==> config.mk <==
export PLATFORM = sky130hd
export DESIGN_NAME = ex_muldiv
export DESIGN_NICKNAME = d
export VERILOG_FILES = /design/src/rtl/ex_muldiv_pkg.sv /design/src/rtl/ex_muldiv_fwd_mux.sv /design/src/rtl/ex_muldiv.sv
export SDC_FILE = /design/constraint.sdc
export NUM_CORES = 1
export LEC_CHECK = 0
export BUFFER_PORTS_ARGS = -buffer_cell sky130_fd_sc_hd__buf_2
export CAP_MARGIN = 20
export CELL_PAD_IN_SITES_DETAIL_PLACEMENT = 0
export CELL_PAD_IN_SITES_GLOBAL_PLACEMENT = 1
export CORE_UTILIZATION = 40
export DETAILED_ROUTE_END_ITERATION = 12
export PLACE_DENSITY_LB_ADDON = 0.1
export SLEW_MARGIN = 20
export SYNTH_ARGS = -nofsm -noshare
export SYNTH_HDL_FRONTEND = slang
export SYNTH_SLANG_ARGS = --single-unit
==> constraint.sdc <==
create_clock -name clk -period 3.46 [get_ports clk]
set_input_delay 0.692 -clock clk [delete_from_list [all_inputs] [get_ports clk]]
set_output_delay 0.692 -clock clk [all_outputs]
set_load 0.01 [all_outputs]
==> src/rtl/ex_muldiv_pkg.sv <==
`default_nettype none
// ============================================================================
//  Module   : ex_muldiv_pkg
//  Purpose  : Shared encodings for the EX-stage multiply/divide unit:
//             operation codes, forwarding selects and FSM states.
//  Revision : 1.0  initial release
// ============================================================================
package ex_muldiv_pkg;

   // Operation codes presented on op
   localparam logic [2:0] OP_MULT  = 3'b000;
   localparam logic [2:0] OP_MULTU = 3'b001;
   localparam logic [2:0] OP_DIV   = 3'b010;
   localparam logic [2:0] OP_DIVU  = 3'b011;
   localparam logic [2:0] OP_MTHI  = 3'b100;
   localparam logic [2:0] OP_MTLO  = 3'b101;

   // Operand forwarding selects, identical to the forwarding unit's output
   localparam logic [1:0] FWD_IDEX  = 2'b00;
   localparam logic [1:0] FWD_WB    = 2'b01;
   localparam logic [1:0] FWD_EXMEM = 2'b10;

   // Sequencer states
   localparam logic [1:0] ST_IDLE = 2'b00;
   localparam logic [1:0] ST_RUN  = 2'b01;
   localparam logic [1:0] ST_FIN  = 2'b10;

endpackage : ex_muldiv_pkg
`default_nettype wire

==> src/rtl/ex_muldiv_fwd_mux.sv <==
`default_nettype none
// ============================================================================
//  Module   : fwd_mux
//  Purpose  : 3-input operand mux driven by a forwarding select; 2'b11
//             falls back to the ID/EX register value.
//  Revision : 1.0  initial release
// ============================================================================
module fwd_mux
   import ex_muldiv_pkg::*;
#(
   parameter int WIDTH = 32
) (
   input  logic [1:0]       sel_i,
   input  logic [WIDTH-1:0] idex_i,
   input  logic [WIDTH-1:0] wb_i,
   input  logic [WIDTH-1:0] exmem_i,
   output logic [WIDTH-1:0] data_o
);

   // Pick the freshest copy of the operand
   always_comb begin
      case (sel_i)
         FWD_EXMEM: data_o = exmem_i;
         FWD_WB:    data_o = wb_i;
         default:   data_o = idex_i;
      endcase
   end

endmodule : fwd_mux
`default_nettype wire

==> src/rtl/ex_muldiv.sv <==
`default_nettype none
// ============================================================================
//  Module   : ex_muldiv
//  Purpose  : Iterative radix-2 MULT/MULTU/DIV/DIVU unit writing HI/LO,
//             with MTHI/MTLO and a pipeline stall for dependent requests.
//  Revision : 1.0  initial release
// ============================================================================
module ex_muldiv
   import ex_muldiv_pkg::*;
#(
   parameter int WIDTH = 32
) (
   input  logic             clk,
   input  logic             reset,
   input  logic             start,
   input  logic [2:0]       op,
   input  logic             mf_req,
   input  logic             kill,
   input  logic [1:0]       forwardA,
   input  logic [1:0]       forwardB,
   input  logic [WIDTH-1:0] id2ex_rs_data,
   input  logic [WIDTH-1:0] id2ex_rt_data,
   input  logic [WIDTH-1:0] ex2mem_alu_out,
   input  logic [WIDTH-1:0] wb_data,
   output logic             busy,
   output logic             stall,
   output logic [WIDTH-1:0] hi,
   output logic [WIDTH-1:0] lo
);

   localparam int CW = $clog2(WIDTH) + 1;

   logic [1:0]         state_q, state_d;
   logic [CW-1:0]      cnt_q;
   logic               is_div_q, sgn_res_q, sgn_rem_q, dz_q;
   logic [WIDTH-1:0]   a_raw_q, opb_q, hi_q, lo_q;
   logic [2*WIDTH-1:0] acc_q;   // multiply: {partial, multiplier}; divide: low half = dividend/quotient
   logic [WIDTH:0]     rem_q;

   logic [WIDTH-1:0]   w_a, w_b, w_a_mag, w_b_mag;
   logic               w_accept, w_start_md, w_signed, w_a_neg, w_b_neg, w_last;
   logic [WIDTH:0]     w_mul_sum, w_div_shift, w_div_diff;
   logic [2*WIDTH-1:0] w_prod;
   logic [WIDTH-1:0]   w_quo, w_rem;

   fwd_mux #(.WIDTH(WIDTH)) u_mux_a (
      .sel_i(forwardA), .idex_i(id2ex_rs_data), .wb_i(wb_data),
      .exmem_i(ex2mem_alu_out), .data_o(w_a));

   fwd_mux #(.WIDTH(WIDTH)) u_mux_b (
      .sel_i(forwardB), .idex_i(id2ex_rt_data), .wb_i(wb_data),
      .exmem_i(ex2mem_alu_out), .data_o(w_b));

   // Operand conditioning and per-step arithmetic
   always_comb begin
      w_accept    = (state_q == ST_IDLE) && start && !kill;
      w_start_md  = w_accept && !op[2];
      w_signed    = (op == OP_MULT) || (op == OP_DIV);
      w_a_neg     = w_signed && w_a[WIDTH-1];
      w_b_neg     = w_signed && w_b[WIDTH-1];
      w_a_mag     = w_a_neg ? (WIDTH'(0) - w_a) : w_a;
      w_b_mag     = w_b_neg ? (WIDTH'(0) - w_b) : w_b;
      w_last      = (cnt_q == CW'(WIDTH - 1));
      w_mul_sum   = {1'b0, acc_q[2*WIDTH-1:WIDTH]} + (acc_q[0] ? {1'b0, opb_q} : {(WIDTH+1){1'b0}});
      // Remainder stays below the divisor, so the difference fits WIDTH+1 bits and its MSB is the sign
      w_div_shift = {rem_q[WIDTH-1:0], acc_q[WIDTH-1]};
      w_div_diff  = w_div_shift - {1'b0, opb_q};
      w_prod      = sgn_res_q ? ((2*WIDTH)'(0) - acc_q) : acc_q;
      w_quo       = sgn_res_q ? (WIDTH'(0) - acc_q[WIDTH-1:0]) : acc_q[WIDTH-1:0];
      w_rem       = sgn_rem_q ? (WIDTH'(0) - rem_q[WIDTH-1:0]) : rem_q[WIDTH-1:0];
   end

   // State register
   always_ff @(posedge clk) begin
      if (reset) state_q <= ST_IDLE;
      else       state_q <= state_d;
   end

   // Next-state: WIDTH RUN steps, one FIN cycle, kill aborts to IDLE
   always_comb begin
      state_d = state_q;
      case (state_q)
         ST_IDLE: if (w_start_md) state_d = ST_RUN;
         ST_RUN:  if (kill) state_d = ST_IDLE;
                  else if (w_last) state_d = ST_FIN;
         ST_FIN:  state_d = ST_IDLE;
         default: state_d = ST_IDLE;
      endcase
   end

   // Outputs: stall holds any new request while an operation is in flight
   always_comb begin
      busy  = (state_q != ST_IDLE);
      stall = busy && (start || mf_req);
      hi    = hi_q;
      lo    = lo_q;
   end

   // Datapath: operand capture, iteration and HI/LO write-back
   always_ff @(posedge clk) begin
      if (reset) begin
         cnt_q     <= '0;
         is_div_q  <= 1'b0;
         sgn_res_q <= 1'b0;
         sgn_rem_q <= 1'b0;
         dz_q      <= 1'b0;
         a_raw_q   <= '0;
         opb_q     <= '0;
         acc_q     <= '0;
         rem_q     <= '0;
         hi_q      <= '0;
         lo_q      <= '0;
      end else begin
         case (state_q)
            ST_IDLE: begin
               if (w_start_md) begin
                  cnt_q     <= '0;
                  is_div_q  <= op[1];
                  sgn_res_q <= w_a_neg ^ w_b_neg;
                  sgn_rem_q <= w_a_neg;
                  dz_q      <= op[1] && (w_b == '0);
                  a_raw_q   <= w_a;
                  opb_q     <= w_b_mag;
                  acc_q     <= {{WIDTH{1'b0}}, w_a_mag};
                  rem_q     <= '0;
               end else if (w_accept && op == OP_MTHI) begin
                  hi_q <= w_a;
               end else if (w_accept && op == OP_MTLO) begin
                  lo_q <= w_a;
               end
            end
            ST_RUN: begin
               if (!kill) begin
                  cnt_q <= cnt_q + CW'(1);
                  if (is_div_q) begin
                     rem_q <= w_div_diff[WIDTH] ? w_div_shift : w_div_diff;
                     acc_q <= {acc_q[2*WIDTH-1:WIDTH], acc_q[WIDTH-2:0], ~w_div_diff[WIDTH]};
                  end else begin
                     acc_q <= {w_mul_sum, acc_q[WIDTH-1:1]};
                  end
               end
            end
            ST_FIN: begin
               if (!kill) begin
                  if (!is_div_q) begin
                     hi_q <= w_prod[2*WIDTH-1:WIDTH];
                     lo_q <= w_prod[WIDTH-1:0];
                  end else if (dz_q) begin
                     hi_q <= a_raw_q;
                     lo_q <= '1;
                  end else begin
                     hi_q <= w_rem;
                     lo_q <= w_quo;
                  end
               end
            end
            default: ;
         endcase
      end
   end

endmodule : ex_muldiv
`default_nettype wire

# After elaboration in Yosys (flattened, before gate mapping)
# Cells that the tools add are included.
op_classes:
  add_sub_neg: 8
  multipliers: 0
  div_mod_pow: 0
  magnitude_cmp: 0
  eq_ne: 20
  n_shift: 0
  muxes: 37
  bitwise: 2
  reduce_logical: 26
op_table:
  columns: ["op", "n"]
  rows:
  - ["32-bit two-way mux", 20]
  - ["32-bit one-hot mux with 2 select lines", 5]
  - ["64-bit two-way mux", 4]
  - ["64-bit one-hot mux with 2 select lines", 1]
  - ["1-bit by 32-bit subtractor with 32-bit output, first input constant", 4]
  - ["1-bit by 64-bit subtractor with 64-bit output, first input constant", 1]
  - ["32-bit by 32-bit adder with 33-bit output", 1]
  - ["33-bit by 32-bit subtractor with 33-bit output", 1]
  - ["32-bit zero test", 1]
  - ["2-bit != test, second input constant", 7]
  - ["6-bit two-way mux", 2]
  - ["6-bit one-hot mux with 2 select lines", 1]
  - ["4-bit AND reduction", 3]
  - ["1-bit logical AND", 9]
  - ["6-bit by 1-bit adder with 6-bit output, second input constant", 1]
  - ["2-bit by 1-bit == test with 1-bit output, second input constant", 3]
  - ["2-bit == test, second input constant", 3]
  - ["3-bit == test, second input constant", 2]
  - ["6-bit by 5-bit == test with 1-bit output, second input constant", 1]
  - ["2-bit two-way mux", 3]
  - ["2-bit nonzero test", 3]
  - ["5-bit AND reduction", 1]
  - ["2-bit by 1-bit != test with 1-bit output, second input constant", 2]
  - ["2-bit one-hot mux with 2 select lines", 1]
  - ["10 further kinds", 13]
word_totals:
  reg_bits: 236
  latch_bits: 0
  mem_bits_rw: 0
  mem_bits_ro: 0
  inputBits: 140
  output_inout_bits: 66
  word_cells: 106
  n_memories: 0

# Longest topological paths before layout
logic_depth:
  ltp_word: 8
  mapped_depth: 16
  mapped_depth_nobuf: 14

# By module
# Synthesis repeated with hierarchy kept, for this count alone.
hier_totals:
  cells_unflattened: 2531
  area_unflattened_um2: 18293.8
modules_own_cells:
  columns: ["mod", "instances", "cells_each", "area_per_inst_um2", "seq_area_each_um2"]
  rows:
  - ["ex_muldiv", 1, 2305, 17020.1, 4724.5]
  - ["fwd_mux", 2, 113, 636.9, 0.0]

# Least setup slack after synthesis
# No wires, ideal clock.
synth_path:
  path_kind: "input to register"
  start: "in forwardA[0]"
  end: "reg acc_q[31]"
  setup_ns: 0.070
  arrival_ns: 3.298
  t_required_ns: 3.390
  setup_slack_ns: 0.091
  path_stages: 13
  path_buffers: 2
  path_cell_list: "inv_1 > ha_1 > clkbuf_1 > inv_1 > clkbuf_1 > o21ai_1 > nand3_1 > nor3_1 > and4_1 > nand3_1 > o311ai_0 > o2111ai_1 > a21oi_1"
synth_between:
  elab_chain_len: 6
  word_cells_on_any_way: 8
  classes_between: "add/sub: 1; eq/ne: 2; mux: 4; reduce/logical: 1"
synth_lines:
  columns: ["element", "line_no", "text"]
  rows:
  - ["start, declared", "ex_muldiv.sv:19", "input logic [1:0] forwardA,"]
  - ["2-bit by 1-bit == test with 1-bit output / 2-bit == test (equally long branches)", "ex_muldiv_fwd_mux.sv:22", "case (sel_i)"]
  - ["32-bit one-hot mux with 2 select lines (*)", "ex_muldiv_fwd_mux.sv:22", null]
  - ["1-bit by 32-bit subtractor with 32-bit output / 1-bit logical AND (equally long branches)", "ex_muldiv.sv:61, ex_muldiv.sv:59", null]
  - ["32-bit two-way mux (*)", "ex_muldiv.sv:61", "w_a_mag = w_a_neg ? (WIDTH'(0) - w_a) : w_a;"]
  - ["64-bit two-way mux (*)", "ex_muldiv.sv:116", "if (w_start_md) begin"]
  - ["64-bit one-hot mux with 2 select lines (*)", "ex_muldiv.sv:114", "case (state_q)"]
  - ["end signal, assigned", "ex_muldiv.sv:124", "acc_q <= {{WIDTH{1'b0}}, w_a_mag};"]
  - ["end signal, assigned", "ex_muldiv.sv:137", "acc_q <= {acc_q[2*WIDTH-1:WIDTH], acc_q[WIDTH-2:0], ~w_div_diff[WIDTH]};"]
  - ["end signal, assigned", "ex_muldiv.sv:139", "acc_q <= {w_mul_sum, acc_q[WIDTH-1:1]};"]
  - ["end, declared", "ex_muldiv.sv:37", "logic [2*WIDTH-1:0] acc_q;"]
# Mark *: on every way between the ends. The rest lies on a longest branch, timed or not. The select of a mux whose other input is x is not followed.
# A chain may end at the register's enable or synchronous reset.

# Worst setup path in the final report
layout_path:
  start: "reg opb_q[1]"
  end: "reg rem_q[31]"
layout_between:
  elab_chain_len: 5
layout_lines:
  columns: ["element", "line_no", "text"]
  rows:
  - ["start, declared", "ex_muldiv.sv:36", "logic [WIDTH-1:0] a_raw_q, opb_q, hi_q, lo_q;"]
  - ["start signal, assigned", "ex_muldiv.sv:123", "opb_q <= w_b_mag;"]
  - ["33-bit by 32-bit subtractor with 33-bit output", "ex_muldiv.sv:67", "w_div_diff = w_div_shift - {1'b0, opb_q};"]
  - ["32-bit two-way mux", "ex_muldiv.sv:136", "rem_q <= w_div_diff[WIDTH] ? w_div_shift : w_div_diff;"]
  - ["32-bit two-way mux", "ex_muldiv.sv:135", "if (is_div_q) begin"]
  - ["32-bit two-way mux", "ex_muldiv.sv:133", "if (!kill) begin"]
  - ["32-bit one-hot mux with 2 select lines", "ex_muldiv.sv:114", null]
  - ["end signal, assigned", "ex_muldiv.sv:136", null]
  - ["end, declared", "ex_muldiv.sv:38", "logic [WIDTH:0] rem_q;"]
# No other way between the ends. The select of a mux whose other input is x is not followed.

==> impl_results.md <==
- Achievable Freq: 0.300 GHz
- Routed wire length: between 80000 and 90000 um
- Detail Route Antenna Nets: 0
- Layout Utilization: approximately half
- HP Class: input port to flop
- Top_reg_cell synth: dfxtp_1
- Yosys warns: 0
- Worst-path cell chain: inv_1, ha_1, nor2b_1, o21ai_0, o21ai_0, a21oi_1, nand2_1, a21oi_2, o22ai_1, a211oi_1, mux2_2, o211ai_1
- Clk buf depth: 3
- Die Wd: ~210 um
- Routed len/inst: between 20 and 25 um
- IO Port Bufs: approximately 210
- Largest net degree at the start of global routing: ~160
- Crit-path slowest cell: dfxtp_1
- Part of the cycle the worst path needs: between 90% and 100%
- Arr. time, crit path: 3.84 ns
- Post-synth top area share: between 20% and 30%
- PD cells: 380 mW/mm2
- Area Growth Syn to Fin: 24.1%
- Nets: just under 3000
- Worst VDD drop: approximately 0.00041 V
- Most frequent cells in the layout: nor2_1, nand2_1, dfxtp_1
- CTS Hold Bufs: 0
- Final Power: 8.42 mW
- Worst-path clk slew: roughly 0.060 ns
- DP HPWL: ~64000 um
- Crit Path Class: flop to flop
- Post-synth EDFFs: 0
- Setup crit start kind: flop
- IO Pins: ~210
- Initial Util: between 40 and 50%
- Worst slew margin: 36.4%
- Crit-path most repeated cell: o21ai_0
- Synth Instances: between 2000 and 2500
- Leak: around 9.4 nW
- # Post-CTS Setup Buffers: 0
- Final-report hold violation count: 0
- Num rows: just under 80
- Top cells by area, synth: dfxtp_1, a21oi_1, o21ai_0
- DRC Markers: 0
- Shortest period the worst path allows: 3.33 ns
- Antenna diode count: 0
- Core Region: approximately 0.044 mm2
- Fraction of layout cells with a size suffix above 1: 20.2%
- H-tree depth: 1
- Initial detailed-routing violation count: about 1800
- CTS tree: yes
- Cell area after synthesis: 0.0179 mm2
- Count of final setup violators: 0
- Sink Count: roughly 240
- Outcome: finished clean
- Commonest non-fill, non-tap cell in the layout: nor2_1
- Worst-Skew Late Latency: between 0.5 and 0.6 ns
- Synth area leader: dfxtp_1
- Max_cap viols: 0
- Antenna violations before repair: 2
- Setup slack at placement: -0.115 ns
- RD Place Congestion: approximately 1.1
- Die ar.: roughly 0.046 mm2
- Req. time, crit path: 3.97 ns
- Die Y-Extent: approximately 210 um
- CP Max Fanout: 3
- Setup WS post-layout: 0.125 ns
- Routed vias: around 20000
- Post-synth ARST share: 0%
- Congestion Overflow GR: 0
- Sequential area share after synthesis: roughly a quarter
- CTS Buf Count: 30
- Worst path top cell family by delay: compound AO/OA/AOI/OAI gates
- Buf/Inv on CP: 1
- Worst Clk Skew: 0.0248 ns
- Vias/cell: 5.99
- Critical path endpoint category: flop
- Gr usage total: roughly a third
- Setup TNS: 0 ns
- Post-Syn Nets: approximately 2600
- First-pass GRT wire length: 120000 um
- First drt pass iteration count: 5
- Cts repair resizes: 0
- Netlist cell types: 73
- Number of global-route vias before repair: about 19000
- Worst-margin pin slew: approximately 0.95 ns
- Crit-path max cell delay: 0.41 ns
- Pins Over Slew Limit: 0
- #FFs+latches synth: between 200 and 250
- CTS root buf: clkbuf_16
- Syn Area/Cell: ~7.4 um2
==> worst register-to-register path, delay by kind of cell (launching register included) <==
family / cells / cell delay [ns]
multiplexers: 1 / 0.38
flip-flops: 1 / 0.41
AND/OR/NAND/NOR: 2 / 0.32
adder cells (fa/ha/maj): 1 / 0.30
AO/OA/AOI/OAI: 7 / 1.76
buffers and inverters: 1 / 0.10
==> flip-flops by register name (all words and copies together), names as in the netlist <==
register	flops
dz_q	1
lo	32
state_q	2
cnt_q	6
opb_q	32
hi	32
sgn_res_q	1
is_div_q	1
acc_q	64
sgn_rem_q	1
rem_q	32
a_raw_q	32
==> kinds of logic after synthesis <==
| group | count (synthesis) | share of synthesized area (%) |
|---|---|---|
| fa+ha+maj | 75 | 5.33 |
| compound gates | 836 | 30.1 |
| simple gates | 776 | 19.8 |
| flops | 236 | 26.4 |
| buf+inv | 232 | 4.97 |
| xor+xnor | 200 | 9.80 |
| mux | 64 | 3.60 |
==> where the power goes <==
part | switching (mW) | internal (mW) | total (mW)
clock | 1.34 | 2.09 | 3.43
combinational | 1.30 | 0.834 | 2.13
sequential | 0.0702 | 2.79 | 2.86
==> routing by layer <==
metal  global-route usage (%)  routed length (um)  up-vias
li1                         -                   -     9472
met1                     45.4               35100     9536
met2                     56.4               36700      832
met3                     6.30                5810      170
met4                     14.4                3490        4
met5                        0                  23        -
==> metrics by stage <==
| stage | instance area [um2] | hold slack, ns | instances |
|---|---|---|---|
| floorplan | 17900 | 0.436 | 2419 |
| global placement | 21000 | 0.440 | 3286 |
| detailed placement | 21000 | 0.450 | 3286 |
| CTS | 22000 | 0.410 | 3341 |
| global route | 22200 | 0.445 | 3342 |
| finish | 22200 | 0.436 | 3342 |
==> layout make-up <==
type                    instances  area (um2)
clock buffers                  37         840
clock inverters                18         235
fillers                      4487       21900
inverters                      61         229
multi-input cells            1951       12400
flip-flops and latches        236        4730
well taps                     592         741
repair buffers                447        2980
==> cells in the mapped netlist, types with 18 or more instances <==
cell type,count
a211oi_1,42
a21o_1,38
a21oi_1,223
a221o_1,55
a221oi_1,26
a22oi_1,19
a31oi_1,28
and3_1,20
clkbuf_1,147
dfxtp_1,236
ha_1,73
inv_1,61
mux2i_1,61
nand2_1,248
nand2b_1,18
nand3_1,50
nor2_1,269
nor2b_1,21
nor3_1,46
o211ai_1,25
o21ai_0,218
o21ai_1,21
o221ai_1,18
o31ai_1,27
xnor2_1,76
xor2_1,124
==> worst paths after layout <==
check                   start          end  slack (ns)  cells past startpoint
setup reg to reg     opb_q[1]    rem_q[31]        0.13                     12
setup / recovery     opb_q[1]    rem_q[31]        0.13                     12
hold / removal          op[1]     is_div_q        0.44                      3
hold reg to reg   a_raw_q[18]  a_raw_q[18]        0.46                      2
No activity file was read; power rests on OpenSTA's default activity.
